## src/rtl/tmds_channel_decoder.sv

```systemverilog
// tmds_channel_decoder
// Decodes one TMDS channel: the four control tokens and 8b/10b-style data words.
// It also searches for 10-bit word alignment. While unaligned it requests a
// 1-bit deserializer shift (bitslip_o) whenever no run of CTRL_RUN consecutive
// control tokens appears within SEARCH_TIMEOUT cycles.
// Optional build macro: TMDS_DEC_SLIP_CNT_EN adds slip_cnt_o, a saturating count
// of bitslip pulses issued since reset.
module tmds_channel_decoder #(
   parameter int unsigned CTRL_RUN       = 16,
   parameter int unsigned SEARCH_TIMEOUT = 2048,
   parameter int unsigned SLIP_WAIT      = 8
) (
   input  logic        clk_i,
   input  logic        rst_n_i,
   input  logic [9:0]  tmds_word_i,
   output logic        bitslip_o,
   output logic        aligned_o,
   output logic [7:0]  data_o,
   output logic [1:0]  ctrl_o,
   output logic        de_o
`ifdef TMDS_DEC_SLIP_CNT_EN
   ,
   output logic [15:0] slip_cnt_o
`endif
);

   localparam int unsigned RUN_W  = $clog2(CTRL_RUN) + 1;
   localparam int unsigned TO_W   = $clog2(SEARCH_TIMEOUT) + 1;
   localparam int unsigned WAIT_W = $clog2(SLIP_WAIT) + 1;

   localparam logic [RUN_W-1:0]  RUN_TARGET = RUN_W'(CTRL_RUN);
   localparam logic [TO_W-1:0]   TO_LAST    = TO_W'(SEARCH_TIMEOUT - 1);
   localparam logic [WAIT_W-1:0] WAIT_LAST  = WAIT_W'(SLIP_WAIT - 1);

   localparam logic [9:0] TOK_C00 = 10'h354;
   localparam logic [9:0] TOK_C01 = 10'h0AB;
   localparam logic [9:0] TOK_C10 = 10'h154;
   localparam logic [9:0] TOK_C11 = 10'h2AB;

   typedef enum logic [1:0] {
      ST_SEARCH    = 2'd0,
      ST_SLIP_WAIT = 2'd1,
      ST_LOCKED    = 2'd2
   } state_t;

   state_t              state;
   logic [RUN_W-1:0]    run_cnt;
   logic [TO_W-1:0]     to_cnt;
   logic [WAIT_W-1:0]   wait_cnt;

   logic                is_ctrl_c;
   logic [1:0]          ctrl_bits_c;
   logic [7:0]          d_c;
   logic [7:0]          dec_c;
   logic [RUN_W-1:0]    run_next_c;
   logic                run_hit_c;
   logic                to_hit_c;
   logic                slip_fire_c;
   logic                aligned_next_c;

   // Classify the incoming word as one of the four control tokens or as data.
   always_comb begin
      is_ctrl_c   = 1'b1;
      ctrl_bits_c = 2'b00;
      case (tmds_word_i)
         TOK_C00: ctrl_bits_c = 2'b00;
         TOK_C01: ctrl_bits_c = 2'b01;
         TOK_C10: ctrl_bits_c = 2'b10;
         TOK_C11: ctrl_bits_c = 2'b11;
         default: is_ctrl_c   = 1'b0;
      endcase
   end

   // Undo the optional inversion, then the XOR/XNOR transition chain.
   always_comb begin
      d_c      = tmds_word_i[9] ? ~tmds_word_i[7:0] : tmds_word_i[7:0];
      dec_c    = '0;
      dec_c[0] = d_c[0];
      for (int i = 1; i < 8; i++) begin
         dec_c[i] = tmds_word_i[8] ? (d_c[i] ^ d_c[i-1]) : ~(d_c[i] ^ d_c[i-1]);
      end
   end

   // Run/timeout qualification and the alignment the FSM will hold after this edge.
   always_comb begin
      run_next_c = '0;
      if (is_ctrl_c) begin
         run_next_c = (run_cnt == RUN_TARGET) ? run_cnt : run_cnt + RUN_W'(1);
      end
      run_hit_c      = (run_next_c == RUN_TARGET);
      to_hit_c       = (to_cnt == TO_LAST);
      slip_fire_c    = (state == ST_SEARCH) && !run_hit_c && to_hit_c;
      aligned_next_c = ((state == ST_SEARCH) && run_hit_c) ||
                       ((state == ST_LOCKED) && (run_hit_c || !to_hit_c));
   end

   // Alignment FSM with its counters, bitslip pulse and aligned flag.
   always_ff @(posedge clk_i) begin
      if (!rst_n_i) begin
         state     <= ST_SEARCH;
         run_cnt   <= '0;
         to_cnt    <= '0;
         wait_cnt  <= '0;
         bitslip_o <= 1'b0;
         aligned_o <= 1'b0;
      end else begin
         bitslip_o <= 1'b0;
         case (state)
            ST_SEARCH: begin
               if (run_hit_c) begin
                  // A qualifying run beats a simultaneous timeout.
                  state     <= ST_LOCKED;
                  aligned_o <= 1'b1;
                  run_cnt   <= run_next_c;
                  to_cnt    <= '0;
               end else if (to_hit_c) begin
                  state     <= ST_SLIP_WAIT;
                  bitslip_o <= 1'b1;
                  run_cnt   <= '0;
                  to_cnt    <= '0;
                  wait_cnt  <= '0;
               end else begin
                  run_cnt   <= run_next_c;
                  to_cnt    <= to_cnt + TO_W'(1);
               end
            end
            ST_SLIP_WAIT: begin
               // Deserializer output is unsettled here; tokens are not counted.
               run_cnt <= '0;
               to_cnt  <= '0;
               if (wait_cnt == WAIT_LAST) begin
                  state    <= ST_SEARCH;
                  wait_cnt <= '0;
               end else begin
                  wait_cnt <= wait_cnt + WAIT_W'(1);
               end
            end
            ST_LOCKED: begin
               if (run_hit_c) begin
                  run_cnt <= run_next_c;
                  to_cnt  <= '0;
               end else if (to_hit_c) begin
                  // Lock lost: search again at the current slip position.
                  state     <= ST_SEARCH;
                  aligned_o <= 1'b0;
                  run_cnt   <= '0;
                  to_cnt    <= '0;
               end else begin
                  run_cnt <= run_next_c;
                  to_cnt  <= to_cnt + TO_W'(1);
               end
            end
            default: begin
               state     <= ST_SEARCH;
               aligned_o <= 1'b0;
               run_cnt   <= '0;
               to_cnt    <= '0;
               wait_cnt  <= '0;
            end
         endcase
      end
   end

   // One-cycle decode pipeline; ctrl_o and de_o are qualified by next-cycle alignment.
   always_ff @(posedge clk_i) begin
      if (!rst_n_i) begin
         data_o <= '0;
         ctrl_o <= '0;
         de_o   <= 1'b0;
      end else begin
         if (!is_ctrl_c) begin
            data_o <= dec_c;
         end
         if (!aligned_next_c) begin
            ctrl_o <= '0;
         end else if (is_ctrl_c) begin
            ctrl_o <= ctrl_bits_c;
         end
         de_o <= aligned_next_c && !is_ctrl_c;
      end
   end

`ifdef TMDS_DEC_SLIP_CNT_EN
   // Saturating count of bitslip requests; survives lock and unlock.
   always_ff @(posedge clk_i) begin
      if (!rst_n_i) begin
         slip_cnt_o <= '0;
      end else if (slip_fire_c && (slip_cnt_o != 16'hFFFF)) begin
         slip_cnt_o <= slip_cnt_o + 16'd1;
      end
   end
`endif

endmodule

```

## config.mk

```make
export PLATFORM = sky130hd
export DESIGN_NAME = tmds_channel_decoder
export DESIGN_NICKNAME = d
export VERILOG_FILES = /design/src/rtl/tmds_channel_decoder.sv
export SDC_FILE = /design/constraint.sdc
export NUM_CORES = 1
export LEC_CHECK = 0
export CAP_MARGIN = 20
export CORE_MARGIN = 2
export CORE_UTILIZATION = 30
export DETAILED_ROUTE_END_ITERATION = 10
export PLACE_DENSITY = 0.5
export SLEW_MARGIN = 20
export SYNTH_ARGS = -nofsm -noshare
export SYNTH_HDL_FRONTEND = slang
export SYNTH_SLANG_ARGS = --single-unit
```

## constraint.sdc

```tcl
create_clock -name clk_i -period 2.8 [get_ports clk_i]
set_input_delay 0.56 -clock clk_i [delete_from_list [all_inputs] [get_ports clk_i]]
set_output_delay 0.56 -clock clk_i [all_outputs]
set_load 0.01 [all_outputs]
```

Word-level counts from Yosys, hierarchy flattened
Cells that the tools add are included.

Bits in registers: 36. Bits in latches: 0. Bits in writable memories: 0. ROM bits: 0. Bits of input ports: 12. Output and inout port bits: 13. Word-level logic and storage cells: 95. Memories: 0.

Add/subtract/negate cells: 3. Multipliers: 0. Divide/modulo/power cells: 0. $lt $le $gt $ge: 0. Equal/unequal tests: 17. Shift operators: 0. Multiplexer cells: 29. Bitwise operators: 20. Reductions and logical operators: 17.

Operators with widths (count): 10-bit equality test, second input constant (2); 5-bit 2-to-1 mux (4); 12-bit by 1-bit adder with 12-bit output, second input constant (1); 12-bit by 11-bit equality test with 1-bit output, second input constant (1); 1-bit 2-to-1 mux (12); 4-bit 2-to-1 mux (3); 2-bit != test, second input constant (6); 1-bit inverter (12); 2-bit one-hot mux with 3 select lines (2); 4-bit one-hot mux with 3 select lines (1); 10-bit by 8-bit equality test with 1-bit output, second input constant (1); 10-bit by 9-bit equality test with 1-bit output, second input constant (1); 5-bit equality test, second input constant (2); 2-bit 2-to-1 mux (5); 8-bit 2-to-1 mux (1); 8-bit inverter (1); 4-bit AND reduction (2); 4-bit OR reduction (2); 1-bit bitwise XOR (7); 5-bit by 1-bit adder with 5-bit output, second input constant (1); 4-bit by 1-bit adder with 4-bit output, second input constant (1); 4-bit by 3-bit equality test with 1-bit output, second input constant (1); 2-bit AND reduction (2); 1-bit logical AND (3); 10 further kinds (12).

Longest topological paths before layout
Depth in word-level cells: 9. Depth in mapped cells: 10. Gate-level depth less buffers: 7.

Worst setup path after synthesis
Ideal clock, no wire load.

Path kind: input to register. From: input port tmds_word_i[4]. To: register data_o[1]. Setup time: 0.115 ns. Data arrival time: 1.945 ns. Required time: 2.685 ns. Setup slack: 0.740 ns. Stages: 8. Path buffers: 1. Cells stage by stage: inv_1 > ha_1 > nor2b_1 > and4_1 > buf_2 > nor2_2 > mux2_2 > and2_1.

Longest elaborated chain between the ends: 3. Elaborated cells on any way between the ends: 6. Those cells by class: 4 x eq/ne; 1 x mux; 1 x reduce/logical.

Ends and longest elaborated chain: from (decl) (RTL line 15) `input logic [9:0] tmds_word_i,`; 10-bit equality test (tied with other cells) (RTL line 65) `case (tmds_word_i)`; 4-bit OR reduction (no line) *; 1-bit 2-to-1 mux * (RTL line 65); to (signal assigned) (RTL line 167) `data_o <= '0;`; to (signal assigned) (RTL line 172) `data_o <= dec_c;`; to (decl) (RTL line 18) `output logic [7:0] data_o,`.

Every way passes the cells marked *; elsewhere a longest branch is shown, timed or not. A chain may end at the register's enable or synchronous reset.

Worst setup path in the final report
From: input port tmds_word_i[4]. To: register wait_cnt[3].

Longest elaborated chain between the ends: 7. Elaborated cells on any way between the ends: 10. Those cells by class: 6 x eq/ne; 2 x mux; 2 x reduce/logical.

Ends and longest elaborated chain: 10-bit equality test (tied with other cells) (RTL line 65); 4-bit OR reduction (no line) *; 1-bit 2-to-1 mux * (RTL line 65); 5-bit 2-to-1 mux * (RTL line 87) `if (is_ctrl_c) begin`; 5-bit equality test * (RTL line 90) `run_hit_c = (run_next_c == RUN_TARGET);`; 2-bit != test (no line) *; 3-bit AND reduction (no line) *; to (signal assigned) (RTL line 135) `wait_cnt <= wait_cnt + WAIT_W'(1);`; to (decl) (RTL line 49) `logic [WAIT_W-1:0] wait_cnt;`.

Marked as above.

==> impl_metrics.tcl <==
set metrics [dict create \
    status "finished, final reports clean" \
    area_delta_synth_final_pct 22.2 \
    yosys_warnings 0 \
    worstMarginPinSlew_ns 0.435 \
    grt_pass1_wl_mm 6.42 \
    critPathMaxFanout 5 \
    cts_buffers 5 \
    fp.dieH_um 83.3 \
    dp_hpwl_mm 2.68 \
    period_needed_ns 2.28 \
    fp-row-count 28 \
    routed.top_layer "met4" \
    power_density_nw_per_um2 451 \
    dieWidth_um 83.3 \
    fin_nets 259 \
    cts.hold.buffers_added 0 \
    grt_pass1_vias 1421 \
    yosysMostFrequentCell "dfxtp_1" \
    worstSetupPathType "in -> reg" \
    cts_buffer_depth 2 \
    syn-num-nets 232 \
    critPathCaptureType "flop" \
    clockRootBuffer "clkbuf_8" \
    firstDrtPassIters 4 \
    final.period_utilization_pct 81.4 \
    finClkSkew_ns 0.00216 \
    met1_length_mm 1.84 \
    fin_ws_ns 0.520 \
    vdd_ir_drop_max_uv 212 \
    initialDrtViolationCount 42 \
    syn_inst 208 \
    postCtsResizedCells 0 \
    via_count 1445 \
    ant_nets 0 \
    ys_ff_latch 36 \
    rsz0062_at_grt "false" \
    hp-class "reg -> reg" \
    tritoncts "built" \
    dieArea_um2 6940 \
    async_reset_ff_share_pct 0 \
    overflow 0 \
    place_congestion 0.754 \
    synth_edf_count 0 \
    dr_wl_met3_um 145 \
    synth_area_per_cell_um2 9.07 \
    ys_seq_area_share_pct 38.2 \
    yosysUniqueCellTypes 43 \
    port_buffers 24 \
    dp_cells 303 \
    setup_violations 0 \
    track_usage_pct 11.3 \
    cts_num_sinks 36 \
    grt_max_degree 17 \
    stdcell_area_um2 2300 \
    clkLatencyLatePin_ns 0.28 \
    arrival_ns 2.46 \
    synth_area_leaders "dfxtp_1, ha_1, xnor2_1" \
    ys.flop_type "dfxtp_1" \
    design.portCount 25 \
    routed-wl-met2_mm 1.55 \
    synthTopCellsByCount "dfxtp_1, nor2_1, xnor2_1, nand2_1, inv_1" \
    finalSetupTns_ns 0 \
    yosysTopAreaCellShare_pct 38.2 \
    pre_cts_ws_ns 0.237 \
    cts.reportedPaths.clkPinSlew_ns 0.07 \
    fmax_ghz 0.439 \
    dpl_cell_area_um2 2210 \
    final_util_pct 38.5 \
    power.leakage_nw 0.956 \
    drc_errors 0 \
    fin_cells 311 \
    h-tree-depth 2 \
    final_max_slew_viol_count 0 \
    initial_core_util_pct 31.5 \
    viasPerCell 4.65 \
    startpoint_type "input port" \
    nFillCells 611 \
    antenna_found_initial 0 \
    routed_wl_mm 3.62 \
    worstPathRequired_ns 2.98 \
    hold_viol_final 0 \
    whs_path_depth 1 \
    reg2reg_depth 7 \
    synth_top_area_cell "dfxtp_1" \
    cts_setup_buffers 0 \
    drv_cap 0 \
    wl_per_cell_um 11.6 \
    syn-cell-area_um2 1890 \
    max_slew_margin_pct 70.9 \
    layout-drive-gt1-share_pct 8.47 \
    coreArea_um2 5990 \
    antennaDiodeCount 0 \
]
-- metrics by stage --
| step | power (W) | hold WS, ns |
|---|---|---|
| floorplan | 0.000617 | 0.430 |
| global placement | 0.000675 | 0.449 |
| detailed placement | 0.000675 | 0.459 |
| CTS | 0.00106 | 0.476 |
| global route | 0.00110 | 0.493 |
| finish | 0.00104 | 0.472 |
-- state kept, by name (all words and copies together), names as in the netlist, 2 cells and up --
name      cells
state         2
data_o        8
wait_cnt      4
to_cnt       12
ctrl_o        2
run_cnt       5
-- cell usage in the layout, fill, tap and decap left out, drive strengths merged, types with 4 or more instances in the layout --
cell	instances
clkdlybuf4s50	24
ha	12
nor2b	8
dfxtp	36
nor2	25
and2	4
inv	13
nand2	15
xnor2	17
xor2	10
nand3	10
clkbuf	8
nor3	6
o211a	4
and3	4
o21ai	8
-- cell families after synthesis --
logic type      after synthesis  synth area share (%)
compound gates               28                  12.9
xor+xnor                     27                  12.5
fa+ha+maj                    12                  7.96
buf+inv                      20                  4.78
flops                        36                  38.2
mux                           5                  2.79
simple gates                 80                  20.8
-- report_power, final --
group / leakage, nW / internal, W / switching (W)
logic: 0.618 / 0.0000699 / 0.0000542
clock network: 0.0455 / 0.000201 / 0.000177
registers: 0.293 / 0.000528 / 0.00000981
-- critical path, stage by stage --
cell and delay, ns:
clkdlybuf4s50_1 0.52, inv_1 0.06, ha_1 0.19, nor2b_1 0.14, and4_1 0.26, o211ai_1 0.40
o21ai_2 0.13, a21bo_2 0.22
-- final timing paths --
check	start	to	slack, ns
worst min register to register	to_cnt[0]$_SDFF_PP0_	to_cnt[0]$_SDFF_PP0_	0.47
worst min-delay path	to_cnt[0]$_SDFF_PP0_	to_cnt[0]$_SDFF_PP0_	0.47
worst max register to register	run_cnt[0]$_SDFF_PN0_	to_cnt[7]$_SDFF_PP0_	0.69
worst max-delay path	tmds_word_i[4]	wait_cnt[3]$_SDFFE_PN0P_	0.52
-- cell type report --
class                      instances  area, µm²  area share (%)
tap                               75       93.8            4.07
inverter                          13       48.8            2.12
clock buffer                       8       90.1            3.91
timing repair buffer              27        275            12.0
sequential                        36        721            31.3
multi-input combinational        152       1070            46.7
-- per-layer routing --
| layer | vias up | track usage, % |
|---|---|---|
| li1 | 755 | - |
| met1 | 660 | 14.6 |
| met2 | 25 | 17.4 |
| met3 | 5 | 3.28 |
| met4 | 0 | 4.92 |
| met5 | - | 0 |
No activity file was read; power rests on OpenSTA's default activity.
